File: src/rtl/keypad_matrix_scanner.sv
`default_nettype none
// ============================================================================
// Module   : keypad_matrix_scanner
// Purpose  : Matrix keypad scanner. It drives one-hot column strobes and
//            synchronises the row lines. Results are debounced over whole
//            scans, and chords are rejected. A held key can auto-repeat.
//            Accepted keys leave on a one-entry valid/ready output register.
// Revision : 1.0  initial release
// ============================================================================
module keypad_matrix_scanner #(
  parameter int ROWS           = 4,
  parameter int COLS           = 4,
  parameter int COL_DWELL      = 524288,
  parameter int DEBOUNCE_SCANS = 3,
  parameter int REPEAT_DELAY   = 16,
  parameter int REPEAT_PERIOD  = 4,
  parameter int CW             = $clog2(ROWS*COLS)
) (
  input  logic            clk,
  input  logic            n_reset,
  input  logic [ROWS-1:0] filas_raw,
  output logic [COLS-1:0] columnas,
  output logic            key_valid,
  input  logic            key_ready,
  output logic [CW-1:0]   key_code,
  output logic            key_down,
  output logic            overflow,
  input  logic            overflow_clr
);

  localparam int c_DW  = $clog2(COL_DWELL);
  localparam int c_CIW = $clog2(COLS);
  localparam int c_RW  = $clog2(REPEAT_DELAY + REPEAT_PERIOD + 1) + 1;

  localparam logic [c_DW-1:0]  c_DWELL_LAST = c_DW'(COL_DWELL - 1);
  localparam logic [c_CIW-1:0] c_COL_LAST   = c_CIW'(COLS - 1);
  localparam logic [3:0]       c_DEB        = 4'(DEBOUNCE_SCANS);
  localparam logic [c_RW-1:0]  c_REP_FIRST  = c_RW'(REPEAT_DELAY);
  localparam logic [c_RW-1:0]  c_REP_NEXT   = c_RW'(REPEAT_DELAY + REPEAT_PERIOD);
  localparam bit               c_REP_ENA    = (REPEAT_PERIOD != 0);

  // Classification of one full scan (also used for the accepted state)
  typedef enum logic [1:0] {
    RES_NONE   = 2'd0,
    RES_SINGLE = 2'd1,
    RES_MULTI  = 2'd2
  } res_t;

  // Synchroniser
  logic [ROWS-1:0] r_rows_m;
  logic [ROWS-1:0] r_rows_s;

  // Column strobe / dwell
  logic [c_DW-1:0]  r_dwell;
  logic             w_sample;
  logic             w_onehot;
  logic [c_CIW-1:0] w_col_idx;
  logic             w_eos;

  // Per-scan accumulation
  logic [1:0]    r_pts;
  logic [CW-1:0] r_first;
  logic [1:0]    w_cnt;
  logic [CW-1:0] w_code;

  // Debounce / accepted state / repeat
  res_t            r_prev_kind;
  logic [CW-1:0]   r_prev_code;
  logic [3:0]      r_stab;
  res_t            r_acc_kind;
  logic [CW-1:0]   r_acc_code;
  logic [c_RW-1:0] r_rep;
  res_t            w_res_kind;
  logic            w_same;
  logic [3:0]      w_stab_nxt;
  logic            w_accept;
  logic            w_new_key;
  logic [c_RW-1:0] w_rep_inc;
  logic            w_rep_fire;

  // Event strobe towards the output register
  logic          r_evt;
  logic [CW-1:0] r_evt_code;

  // Two-flop synchroniser on the asynchronous row lines
  always_ff @(posedge clk or negedge n_reset) begin
    if (!n_reset) begin
      r_rows_m <= '0;
      r_rows_s <= '0;
    end else begin
      r_rows_m <= filas_raw;
      r_rows_s <= r_rows_m;
    end
  end

  assign w_sample = (r_dwell == c_DWELL_LAST);
  assign w_onehot = (columnas != '0) && ((columnas & (columnas - COLS'(1))) == '0);

  // Column FSM: dwell counter, rotate strobe on wrap, recover a corrupt strobe
  always_ff @(posedge clk or negedge n_reset) begin
    if (!n_reset) begin
      r_dwell  <= '0;
      columnas <= COLS'(1);
    end else if (w_sample) begin
      r_dwell  <= '0;
      columnas <= w_onehot ? {columnas[COLS-2:0], columnas[COLS-1]} : COLS'(1);
    end else begin
      r_dwell  <= r_dwell + c_DW'(1);
    end
  end

  // Current column index plus this column's contribution to the scan tally
  always_comb begin
    w_col_idx = '0;
    for (int c = COLS - 1; c >= 0; c--) begin
      if (columnas[c]) w_col_idx = c_CIW'(c);
    end
    // Column 0 opens a fresh scan, so earlier tallies are discarded
    w_cnt  = (w_col_idx == '0) ? 2'd0 : r_pts;
    w_code = (w_col_idx == '0) ? '0   : r_first;
    for (int r = 0; r < ROWS; r++) begin
      if (r_rows_s[r]) begin
        if (w_cnt == 2'd0) w_code = CW'(r * COLS + int'(w_col_idx));
        if (w_cnt != 2'd2) w_cnt = w_cnt + 2'd1;
      end
    end
  end

  assign w_eos = w_sample && (w_col_idx == c_COL_LAST);

  // Scan classification, debounce count and repeat-counter next values
  always_comb begin
    if (w_cnt == 2'd0)      w_res_kind = RES_NONE;
    else if (w_cnt == 2'd1) w_res_kind = RES_SINGLE;
    else                    w_res_kind = RES_MULTI;

    w_same = (w_res_kind == r_prev_kind) &&
             ((w_res_kind != RES_SINGLE) || (w_code == r_prev_code));

    if (!w_same)              w_stab_nxt = 4'd1;
    else if (r_stab >= c_DEB) w_stab_nxt = c_DEB;
    else                      w_stab_nxt = r_stab + 4'd1;

    w_accept   = (w_stab_nxt == c_DEB);
    w_new_key  = (r_acc_kind != RES_SINGLE) || (r_acc_code != w_code);
    w_rep_inc  = r_rep + c_RW'(1);
    w_rep_fire = (w_rep_inc == c_REP_FIRST) || (w_rep_inc == c_REP_NEXT);
  end

  // Scan tally, debounce, accepted-state transitions and auto-repeat events
  always_ff @(posedge clk or negedge n_reset) begin
    if (!n_reset) begin
      r_pts       <= '0;
      r_first     <= '0;
      r_prev_kind <= RES_NONE;
      r_prev_code <= '0;
      r_stab      <= '0;
      r_acc_kind  <= RES_NONE;
      r_acc_code  <= '0;
      r_rep       <= '0;
      key_down    <= 1'b0;
      r_evt       <= 1'b0;
      r_evt_code  <= '0;
    end else begin
      r_evt <= 1'b0;
      if (w_sample) begin
        r_pts   <= w_cnt;
        r_first <= w_code;
      end
      if (w_eos) begin
        r_prev_kind <= w_res_kind;
        r_prev_code <= w_code;
        r_stab      <= w_stab_nxt;
        if (w_accept && (w_res_kind == RES_SINGLE) && w_new_key) begin
          // New single key: press event, restart repeat timing
          r_acc_kind <= RES_SINGLE;
          r_acc_code <= w_code;
          key_down   <= 1'b1;
          r_rep      <= '0;
          r_evt      <= 1'b1;
          r_evt_code <= w_code;
        end else if (w_accept && (w_res_kind != RES_SINGLE)) begin
          // Release or chord: silent, but remembered so a later single re-presses
          r_acc_kind <= w_res_kind;
          key_down   <= 1'b0;
          r_rep      <= '0;
        end else if (c_REP_ENA && (r_acc_kind == RES_SINGLE)) begin
          // Counter folds back to the first-repeat point to keep the period
          r_rep <= (w_rep_inc == c_REP_NEXT) ? c_REP_FIRST : w_rep_inc;
          if (w_rep_fire) begin
            r_evt      <= 1'b1;
            r_evt_code <= r_acc_code;
          end
        end
      end
    end
  end

  // One-entry output register with drop-and-flag on backpressure
  always_ff @(posedge clk or negedge n_reset) begin
    if (!n_reset) begin
      key_valid <= 1'b0;
      key_code  <= '0;
      overflow  <= 1'b0;
    end else begin
      if (r_evt && (!key_valid || key_ready)) begin
        key_valid <= 1'b1;
        key_code  <= r_evt_code;
      end else if (key_valid && key_ready) begin
        key_valid <= 1'b0;
      end
      if (r_evt && key_valid && !key_ready) overflow <= 1'b1;
      else if (overflow_clr)                overflow <= 1'b0;
    end
  end

endmodule
`default_nettype wire
File: config.mk
export PLATFORM = sky130hd
export DESIGN_NAME = keypad_matrix_scanner
export DESIGN_NICKNAME = d
export VERILOG_FILES = /design/src/rtl/keypad_matrix_scanner.sv
export SDC_FILE = /design/constraint.sdc
export NUM_CORES = 1
export LEC_CHECK = 0
export BUFFER_PORTS_ARGS = -buffer_cell sky130_fd_sc_hd__buf_4
export CAP_MARGIN = 20
export CORE_UTILIZATION = 45
export CTS_CLUSTER_DIAMETER = 80
export DETAILED_ROUTE_END_ITERATION = 8
export MAX_ROUTING_LAYER = met4
export PLACE_DENSITY = 0.73
export REMOVE_ABC_BUFFERS = 1
export SKIP_LAST_GASP = 1
export SYNTH_ARGS = -nofsm -noshare
export SYNTH_HDL_FRONTEND = slang
export SYNTH_SLANG_ARGS = --single-unit
File: constraint.sdc
create_clock -name clk -period 5 [get_ports clk]
set_clock_uncertainty 0.05 [all_clocks]
set_input_delay 0.5 -clock clk [delete_from_list [all_inputs] [get_ports clk]]
set_output_delay 0.5 -clock clk [all_outputs]
set_load 0.01 [all_outputs]
# Word-level counts from Yosys, hierarchy flattened
# Cells that the tools add are included.
# word_totals
register_bits,71
inputBits,8
output_inout_bits,11
# classes
addsub,11
order_cmp,1
eq_ne,18
mux,49
bitwise_logic,1
reduce_logical,34
# op_table
operator,n
two-way mux 4 bit,16
two-way mux 2 bit,17
two-way mux 6 bit,4
"adder 19 x 1 -> 19 bit, second input constant",1
"== test 19 bit, second input constant",1
two-way mux 19 bit,1
"== test 6 x 5 -> 1 bit, second input constant",2
logical NOT 2 bit,6
two-way mux 1 bit,11
logical AND 1 bit,10
"inequality test 2 bit, second input constant",5
nonzero test 2 bit,5
"adder 2 x 1 -> 2 bit, second input constant",4
"adder 4 x 2 -> 4 bit, first input constant",2
"adder 6 x 1 -> 6 bit, second input constant",1
"== test 2 x 1 -> 1 bit, second input constant",3
AND reduction 2 bit,3
"adder 3 x 2 -> 4 bit, first input constant",1
"adder 4 x 1 -> 4 bit, second input constant",1
AND 4 bit,1
"== test 4 x 2 -> 1 bit, second input constant",1
== test 4 bit,1
"greater-or-equal comparator 4 x 2 -> 1 bit, second input constant",1
logical NOT 4 bit,1
10 further kinds,15

# Longest topological paths before layout
# Gate-level depths: netlist of run 1.
# depth
word_depth,30
ltp_mapped,21
ltp_nobuf,19

# Least setup slack after synthesis of run 1
# No wires, ideal clock.
# synth_timing
path_type,register -> register
startpoint,register columnas[1]
endpoint,register r_rep[0]
setup_time_ns,0.067
arrival_ns,4.654
required_ns,4.883
path_slack_ns,0.228
stages_incl_launch_ff,22
path_cell_list,dfrtp_1 > buf_2 > nor3_4 > nor3b_2 > inv_1 > ha_1 > xor2_1 > o211a_1 > a221oi_4 > ha_1 > nand2_1 > o31ai_1 > a31oi_1 > nand3_1 > and4b_4 > or3_4 > a2111oi_4 > a31oi_1 > nor2b_4 > buf_6 > nor3_1 > a32o_1
# synth_between
elab_chain_len,28
word_cells_on_any_way,59
cone_classes,add/sub: 7; eq/ne: 12; mux: 25; reduce/logical: 15
# synth_lines
item,line_no,source
from (decl),22,"output logic [COLS-1:0] columnas,"
from (signal assigned),106,"columnas <= w_onehot ? {columnas[COLS-2:0], columnas[COLS-1]} : COLS'(1);"
two-way mux 2 bit (*) (2 in series),116,if (columnas[c]) w_col_idx = c_CIW'(c);
logical NOT 2 bit,"119, 120",
two-way mux 2 bit,119,w_cnt = (w_col_idx == '0) ? 2'd0 : r_pts;
adder 2 x 1 -> 2 bit / inequality test 2 bit (equally long branches),124,if (w_cnt != 2'd2) w_cnt = w_cnt + 2'd1;
two-way mux 2 bit,124,
two-way mux 2 bit,122,if (r_rows_s[r]) begin
adder 2 x 1 -> 2 bit / inequality test 2 bit (equally long branches),124,
two-way mux 2 bit,124,
(+10 left out),-,
inequality test 2 x 1 -> 1 bit,"138, 182",
logical OR 1 bit,138,((w_res_kind != RES_SINGLE) || (w_code == r_prev_code));
logical AND 1 bit,137,w_same = (w_res_kind == r_prev_kind) &&
two-way mux 4 bit,140,if (!w_same) w_stab_nxt = 4'd1;
== test 4 x 2 -> 1 bit,144,w_accept = (w_stab_nxt == c_DEB);
logical AND 1 bit (2 in series),174,if (w_accept && (w_res_kind == RES_SINGLE) && w_new_key) begin
nonzero test 3 bit (no source line),-,
AND reduction 2 bit (no source line),-,
to (signal assigned),189,r_rep <= (w_rep_inc == c_REP_NEXT) ? c_REP_FIRST : w_rep_inc;
to (decl),72,logic [c_RW-1:0] r_rep;
# Every way passes the cells marked *; elsewhere a longest branch is shown, timed or not.
# A chain may end at the register's enable or synchronous reset.

# Worst setup path in the final report of run 1
# layout_timing
startpoint,register columnas[2]
endpoint,register r_rep[1]
# layout_between
elab_chain_len,29
word_cells_on_any_way,60
cone_classes,add/sub: 7; eq/ne: 12; mux: 26; reduce/logical: 15
# layout_lines
item,line_no
two-way mux 2 bit (*) (3 in series),116
logical NOT 2 bit,"119, 120"
two-way mux 2 bit,119
adder 2 x 1 -> 2 bit / inequality test 2 bit (equally long branches),124
two-way mux 2 bit,124
two-way mux 2 bit,122
adder 2 x 1 -> 2 bit / inequality test 2 bit (equally long branches),124
two-way mux 2 bit,124
(+10 left out),-
inequality test 2 x 1 -> 1 bit,"138, 182"
logical OR 1 bit,138
logical AND 1 bit,137
two-way mux 4 bit,140
== test 4 x 2 -> 1 bit,144
logical AND 1 bit (2 in series),174
nonzero test 3 bit (no source line),-
AND reduction 2 bit (no source line),-
# Marks and branches as above.

==> results.json, run 1 <==
{
  "synth.distinct_cells": 65,
  "drc": 0,
  "critPathKind": "reg -> reg",
  "dieArea_um2": 8997,
  "drive_gt1_share_pct": 17.28,
  "wl_um": 8133,
  "p_comb_share_pct": 6.2,
  "antenna_left": 0,
  "p_per_area_nw_per_um2": 255.5,
  "worstSkewPairLatency_ps": 350,
  "p_sw_mw": 0.2706,
  "max_clock_freq_mhz": 210.9,
  "grt_pass1_vias": 2968,
  "slew_headroom_pct": 41.95,
  "coreArea_um2": 8299,
  "cts.clk_slew.worst_paths_ps": 80,
  "finalWeightedCongestion": 0.9330,
  "gr-usage-all-layers_pct": 20.52,
  "final_util_pct": 53.20,
  "cp.required_ps": 5240,
  "hp-class": "in -> async",
  "yosysSeqAreaShare_pct": 45.82,
  "yosys_warnings": 0,
  "portBuffers": 18,
  "vias_per_cell": 5.688,
  "syn_area_per_cell_um2": 9.652,
  "hpwl_um": 5735,
  "die_y_um": 94.86,
  "syn-cell-area_um2": 3880,
  "synth_edf_count": 0,
  "synth_top_cell_by_area": "dfrtp_1",
  "ys_seq_elements": 71,
  "io_pins": 19,
  "h-tree-depth": 3,
  "startpoint_type": "flip-flop",
  "p_int_mw": 0.8576,
  "ir_worst_vdd_mv": 0.1879,
  "crit_path_end_kind": "flip-flop",
  "power_frac_seq_pct": 51.6,
  "instances_no_fill": 539,
  "synthCells": 402,
  "overflow": 0,
  "finalSetupViolCount": 0,
  "grt_pass1_wl_um": 13790,
  "cp_max_fo": 8,
  "slew_viol_final": 0,
  "wl_per_cell_um": 15.09,
  "fin_crit_ps": 4743,
  "ys_async_sr_fraction_pct": 100.0,
  "rows": 33,
  "first_iter_violations": 116,
  "cts-root-buf": "clkbuf_8",
  "fin_tns_setup_ps": 0,
  "crit_arrival_ps": 4980,
  "yosysTopAreaCellShare_pct": 45.15,
  "tightest_slew_ps": 863.0,
  "fillers": 732,
  "status": "finished clean",
  "leakage_nw": 1.943,
  "cts_tree": "yes",
  "clock_power_share_pct": 42.2,
  "firstDrtPassIters": 4,
  "antenna_found_initial": 0,
  "grt_max_degree": 72,
  "maxCapViolCount": 0,
  "dp_cells": 521,
  "synth_ff_type": "dfrtp_1",
  "vias": 3066,
  "cts_hold_buffers": 0,
  "die_w_um": 94.86,
  "cts_made_buffers": 9,
  "cts_buffer_depth": 2,
  "post-route-period-util_pct": 94.85,
  "area_growth_pct": 13.80,
  "report.final.hold_viol_count": 0,
  "n_antenna_cell": 0,
  "final_net_count": 444,
  "initial_core_util_pct": 46.75,
  "power.share.switching_pct": 23.98,
  "cts.sinks": 71,
  "synthTopCellsByArea": "dfrtp_1 (45%), nand2_1 (4.8%), o21ai_0 (3.7%)"
}
layout by cell type, fill, tap and decap left out, types with 3 or more instances in the layout:
master,n
dfrtp_1,70
nand2_1,50
nor2_1,34
o21ai_0,29
buf_4,29
a21oi_1,23
xnor2_1,13
nand3_1,13
inv_1,11
xor2_1,11
clkbuf_8,11
and3_1,10
nor2b_1,8
mux2i_1,7
ha_1,7
nand4_1,6
o22a_1,6
nor3_1,5
a31oi_1,5
or3_1,5
o211ai_1,4
a21o_1,4
nand2b_1,4
mux2_2,4
and2_1,3
Yosys cell counts, types with 8 or more instances:
cell and n:
dfrtp_1 70, nand2_1 50, nor2_1 35, o21ai_0 29
a21oi_1 23, nand3_1 13, xnor2_1 13, inv_1 11
xor2_1 11, and3_1 10, nor2b_1 8
logic make-up (layout without fill, tap and decap cells):
group,Yosys count,count (layout),synth area share (%)
AND/OR/NAND/NOR,161,162,21.90
AO/OA/AOI/OAI,103,103,18.64
multiplexers,11,11,2.967
adder cells (fa/ha/maj),7,7,2.257
buffers and inverters,25,56,2.999
flip-flops,71,71,45.82
XOR/XNOR,24,24,5.418
metrics by stage:
stage                     hold slack [ps]  worst slack, ps  instance area (µm²)  total power [mW]
after detailed placement            284.7            27.77                 4146            0.6620
after global routing                188.7           -13.72                 4415             1.176
after floorplan                     154.4            181.9                 3805            0.6299
after CTS                           191.6            5.192                 4354             1.141
final                               203.8            257.5                 4415             1.128
after global placement              284.8            219.6                 4146            0.6603
registers in the layout, indices dropped and copies added, names as in the netlist, 2 cells and up:
register     count
columnas         4
key_code         4
r_acc_code       4
r_acc_kind       2
r_dwell         19
r_evt_code       4
r_first          4
r_prev_code      4
r_prev_kind      2
r_pts            2
r_rep            6
r_rows_m         4
r_rows_s         4
r_stab           4
power by group through the flow:
stage	registers (mW)	clock network (mW)	logic (mW)
2_1_floorplan	0.592	0	0.0381
3_3_place_gp	0.593	0	0.0676
3_5_place_dp	0.593	0	0.0691
4_1_cts	0.582	0.491	0.0692
5_1_grt	0.582	0.516	0.0780
6_report	0.582	0.476	0.0701
layout make-up:
| cell class | instances | area [µm²] | area share [%] |
|---|---|---|---|
| flip-flops and latches | 71 | 1778 | 40.27 |
| inverters | 11 | 41.29 | 0.9351 |
| repair buffers | 29 | 217.7 | 4.931 |
| clock inverters | 5 | 56.30 | 1.275 |
| clock buffers | 11 | 151.4 | 3.429 |
| multi-input cells | 307 | 2039 | 46.19 |
| well taps | 105 | 131.4 | 2.975 |
path summary, 6_finish.rpt:
path / end / slack, ps / depth (start not counted) / start
max: r_rep[1]$_DFFE_PN0P_ / 260 / 19 / columnas[2]$_DFFE_PN0N_
min: r_prev_code[2]$_DFFE_PN0P_ / 200 / 1 / n_reset
max reg2reg: r_rep[1]$_DFFE_PN0P_ / 260 / 19 / columnas[2]$_DFFE_PN0N_
min reg2reg: r_rows_s[1]$_DFF_PN0_ / 290 / 0 / r_rows_m[1]$_DFF_PN0_
max in group asynchronous: r_rows_s[0]$_DFF_PN0_ / 4110 / 1 / n_reset
min in group clk: r_rows_m[2]$_DFF_PN0_ / 200 / 1 / filas_raw[2]
critical path, stage by stage, from the launching register on:
cell	delay (ps)
dfrtp_1	400
nor3_4	70
nor3b_4	290
inv_1	120
ha_1	340
xor2_1	170
o211a_1	260
a221oi_4	320
ha_1	270
nand2_1	90
o31ai_1	100
a31oi_2	250
nand3_1	170
and4b_4	240
or3_4	370
a2111oi_4	410
a31oi_4	160
nor2b_4	190
o31ai_2	240
a32o_1	170
timing repair:
| action | 4_1_cts | 5_1_grt |
|---|---|---|
| hold endpoints to repair | 0 | 0 |
| gates resized for setup | 0 | 9 |
| setup endpoints to repair | 0 | 19 |
| setup buffers | 0 | 1 |
per-layer routing:
metal | global-route usage, % | share of wire, % | vias up
li1 | - | - | 1495
met1 | 25.33 | 46 | 1499
met2 | 32.55 | 49 | 56
met3 | 4.831 | 3.2 | 16
met4 | 7.955 | 1.9 | 0
met5 | - | 0 | -
Power figures use the tool's default switching activity.
==> run 2, diff against run 1 <==
--- a/config.mk
+++ b/config.mk
@@ -9,9 +9,10 @@
 export CAP_MARGIN = 20
 export CORE_UTILIZATION = 45
 export CTS_CLUSTER_DIAMETER = 80
+export CTS_CLUSTER_SIZE = 14
 export DETAILED_ROUTE_END_ITERATION = 8
 export MAX_ROUTING_LAYER = met4
-export PLACE_DENSITY = 0.73
+export PLACE_DENSITY = 0.69
 export REMOVE_ABC_BUFFERS = 1
 export SKIP_LAST_GASP = 1
 export SYNTH_ARGS = -nofsm -noshare
==> run 2 against run 1 <==
Compared with the run above: sequential share of layout area rose by 0.18 points; cell count down 0.19%; critical path type unchanged; clock power is 7.1% lower; power down 3.0%; setup slack better by 60 ps; first-iteration DRC count fell by 6.9%; non-clock buffer count did not move; global-route usage fell by 0.83 points; die area unchanged.
==> results.json, run 2 (synthesis results as in run 1) <==
{
  "io_pins": 19,
  "slew_viol_final": 0,
  "fin_area_um2": 4405,
  "final_common_cell": "dfrtp_1",
  "mostFrequentLayoutCells": "dfrtp_1 (70), nand2_1 (50), nor2_1 (34)",
  "p_per_area_nw_per_um2": 248.4,
  "cts_hold_buffers": 0,
  "first_iter_violations": 108,
  "drive_gt1_share_pct": 16.86,
  "grt_max_degree": 72,
  "rows": 33,
  "vias_per_cell": 5.528,
  "leakage_nw": 1.935,
  "cts_made_buffers": 9,
  "crit_arrival_ps": 4920,
  "dieArea_um2": 8997,
  "antenna_found_initial": 0,
  "top_regs": "r_dwell x19, r_rep x6",
  "gr-usage-all-layers_pct": 19.69,
  "drc": 0,
  "die_y_um": 94.86,
  "crit_path_top_delay_cell": "dfstp_4",
  "setup_ws_ps": 317.7,
  "antenna_left": 0,
  "power.total_mw": 1.094,
  "worstReg2RegEnd": "r_evt_code[3]$_DFFE_PN0P_",
  "coreArea_um2": 8299,
  "firstDrtPassIters": 4,
  "status": "finished clean",
  "regMostFlops": "r_dwell",
  "area_growth_pct": 13.54,
  "rsz0062_at_grt": "false",
  "cts_tree": "yes",
  "placed_area_um2": 4146,
  "startpoint_type": "flip-flop",
  "final_net_count": 444,
  "cts.sinks": 71,
  "wl_per_cell_um": 14.37,
  "slew_headroom_pct": 43.38,
  "portBuffers": 18,
  "fin_crit_ps": 4682,
  "hp-class": "in -> async",
  "maxCapViolCount": 0,
  "dp_slack_ps": -7.035,
  "overflow": 0,
  "tightest_slew_ps": 849.3,
  "reg2reg_slack_ps": 320,
  "reg2reg_from": "columnas[0]$_DFFE_PN1N_",
  "critPathKind": "reg -> reg",
  "fillers": 742,
  "hpwl_um": 5602,
  "initial_core_util_pct": 46.75,
  "worstSkewPairLatency_ps": 340,
  "post-route-period-util_pct": 93.65,
  "finalSetupViolCount": 0,
  "cts.clk_slew.worst_paths_ps": 70,
  "report.final.hold_viol_count": 0,
  "grt_pass1_wl_um": 13210,
  "largest_reg_flops": 19,
  "cp_slowest_stage_delay_ps": 530,
  "cp_max_fo": 16,
  "h-tree-depth": 3,
  "wl_um": 7733,
  "grt_pass1_vias": 2814,
  "crit_path_end_kind": "flip-flop",
  "timing.hold.ws_ps": 203.3,
  "worstPathCellList": "nor3b_4, inv_1, ha_1, xor2_1, o211a_1, a221oi_4, ha_1, nand2_1, o31ai_1, a31oi_2, o211ai_1, or3_1, o22a_1, a21oi_1, o2111ai_2, nand2b_2, a21oi_2, o22a_1",
  "final_util_pct": 53.08,
  "n_antenna_cell": 0,
  "max_clock_freq_mhz": 213.6,
  "cts_buffer_depth": 2,
  "cp.required_ps": 5230,
  "finalWeightedCongestion": 0.9169,
  "ff2ff_path_depth": 18,
  "vias": 2974,
  "ir_worst_vdd_mv": 0.1834,
  "cts-root-buf": "clkbuf_8",
  "die_w_um": 94.86
}
==> run 2: cell count changes in the layout (fill, tap and decap cells not counted) <==
cell,change
clkinv_2,-1
clkbuf_8,-1
dfstp_2,-1
clkbuf_1,+2
nand3_2,+1
clkinvlp_4,-1
nand3_1,-1
dfstp_4,+1
==> run 2: worst max-delay path by stage <==
stage,slack [ps],end,from,depth (start not counted)
after floorplan,180,r_evt_code[0]$_DFFE_PN0P_,columnas[1]$_DFFE_PN0N_,19
after global placement,130,r_evt_code[0]$_DFFE_PN0P_,columnas[0]$_DFFE_PN1N_,18
after detailed placement,-7,r_evt_code[1]$_DFFE_PN0P_,columnas[0]$_DFFE_PN1N_,18
after CTS,110,r_evt_code[3]$_DFFE_PN0P_,columnas[0]$_DFFE_PN1N_,18
after global routing,9,r_rep[0]$_DFFE_PN0P_,columnas[0]$_DFFE_PN1N_,18
final,320,r_evt_code[3]$_DFFE_PN0P_,columnas[0]$_DFFE_PN1N_,18
==> run 2: final cells by class <==
type	instances	area [µm²]	share of cell area, %
clock buffers	12	145.1	3.295
clock inverters	3	43.79	0.9940
well taps	105	131.4	2.982
flip-flops and latches	71	1782	40.44
repair buffers	29	217.7	4.942
inverters	11	41.29	0.9372
multi-input cells	307	2044	46.41
==> run 2: report_power, final <==
group | internal [mW] | leakage [nW] | switching (mW) | total (mW)
clock network | 0.242 | 0.0964 | 0.200 | 0.442
registers | 0.577 | 0.957 | 0.00461 | 0.582
logic | 0.0250 | 0.882 | 0.0454 | 0.0705
total | 0.844 | 1.94 | 0.250 | 1.09
==> run 2: repair_timing <==
item                       in CTS  in global routing
gates cloned                    0                  1
setup buffers                   0                  1
pin swaps                       0                  2
resized for setup               1                 10
setup endpoints to repair       3                 19
==> run 2: routing by layer <==
metal / GRT usage [%] / up-vias / share of wire [%]
li1: - / 1499 / -
met1: 24.51 / 1425 / 47
met2: 31.24 / 37 / 49
met3: 4.428 / 13 / 2.7
met4: 7.449 / 0 / 1.5
met5: - / - / 0
==> run 2: worst max-delay path, delay by kind of cell, from the launching register on <==
family | cells | cell delay [ps]
adder cells (fa/ha/maj) | 2 | 590
buffers and inverters | 1 | 100
AND/OR/NAND/NOR | 4 | 1030
AO/OA/AOI/OAI | 10 | 2140
flip-flops | 1 | 530
XOR/XNOR | 1 | 160
==> run 2: metrics by stage <==
step	TNS (ps)	instances
5_1_grt	0	538
6_report	0	538
2_1_floorplan	0	388
3_3_place_gp	0	521
3_5_place_dp	-7.035	521
4_1_cts	0	536
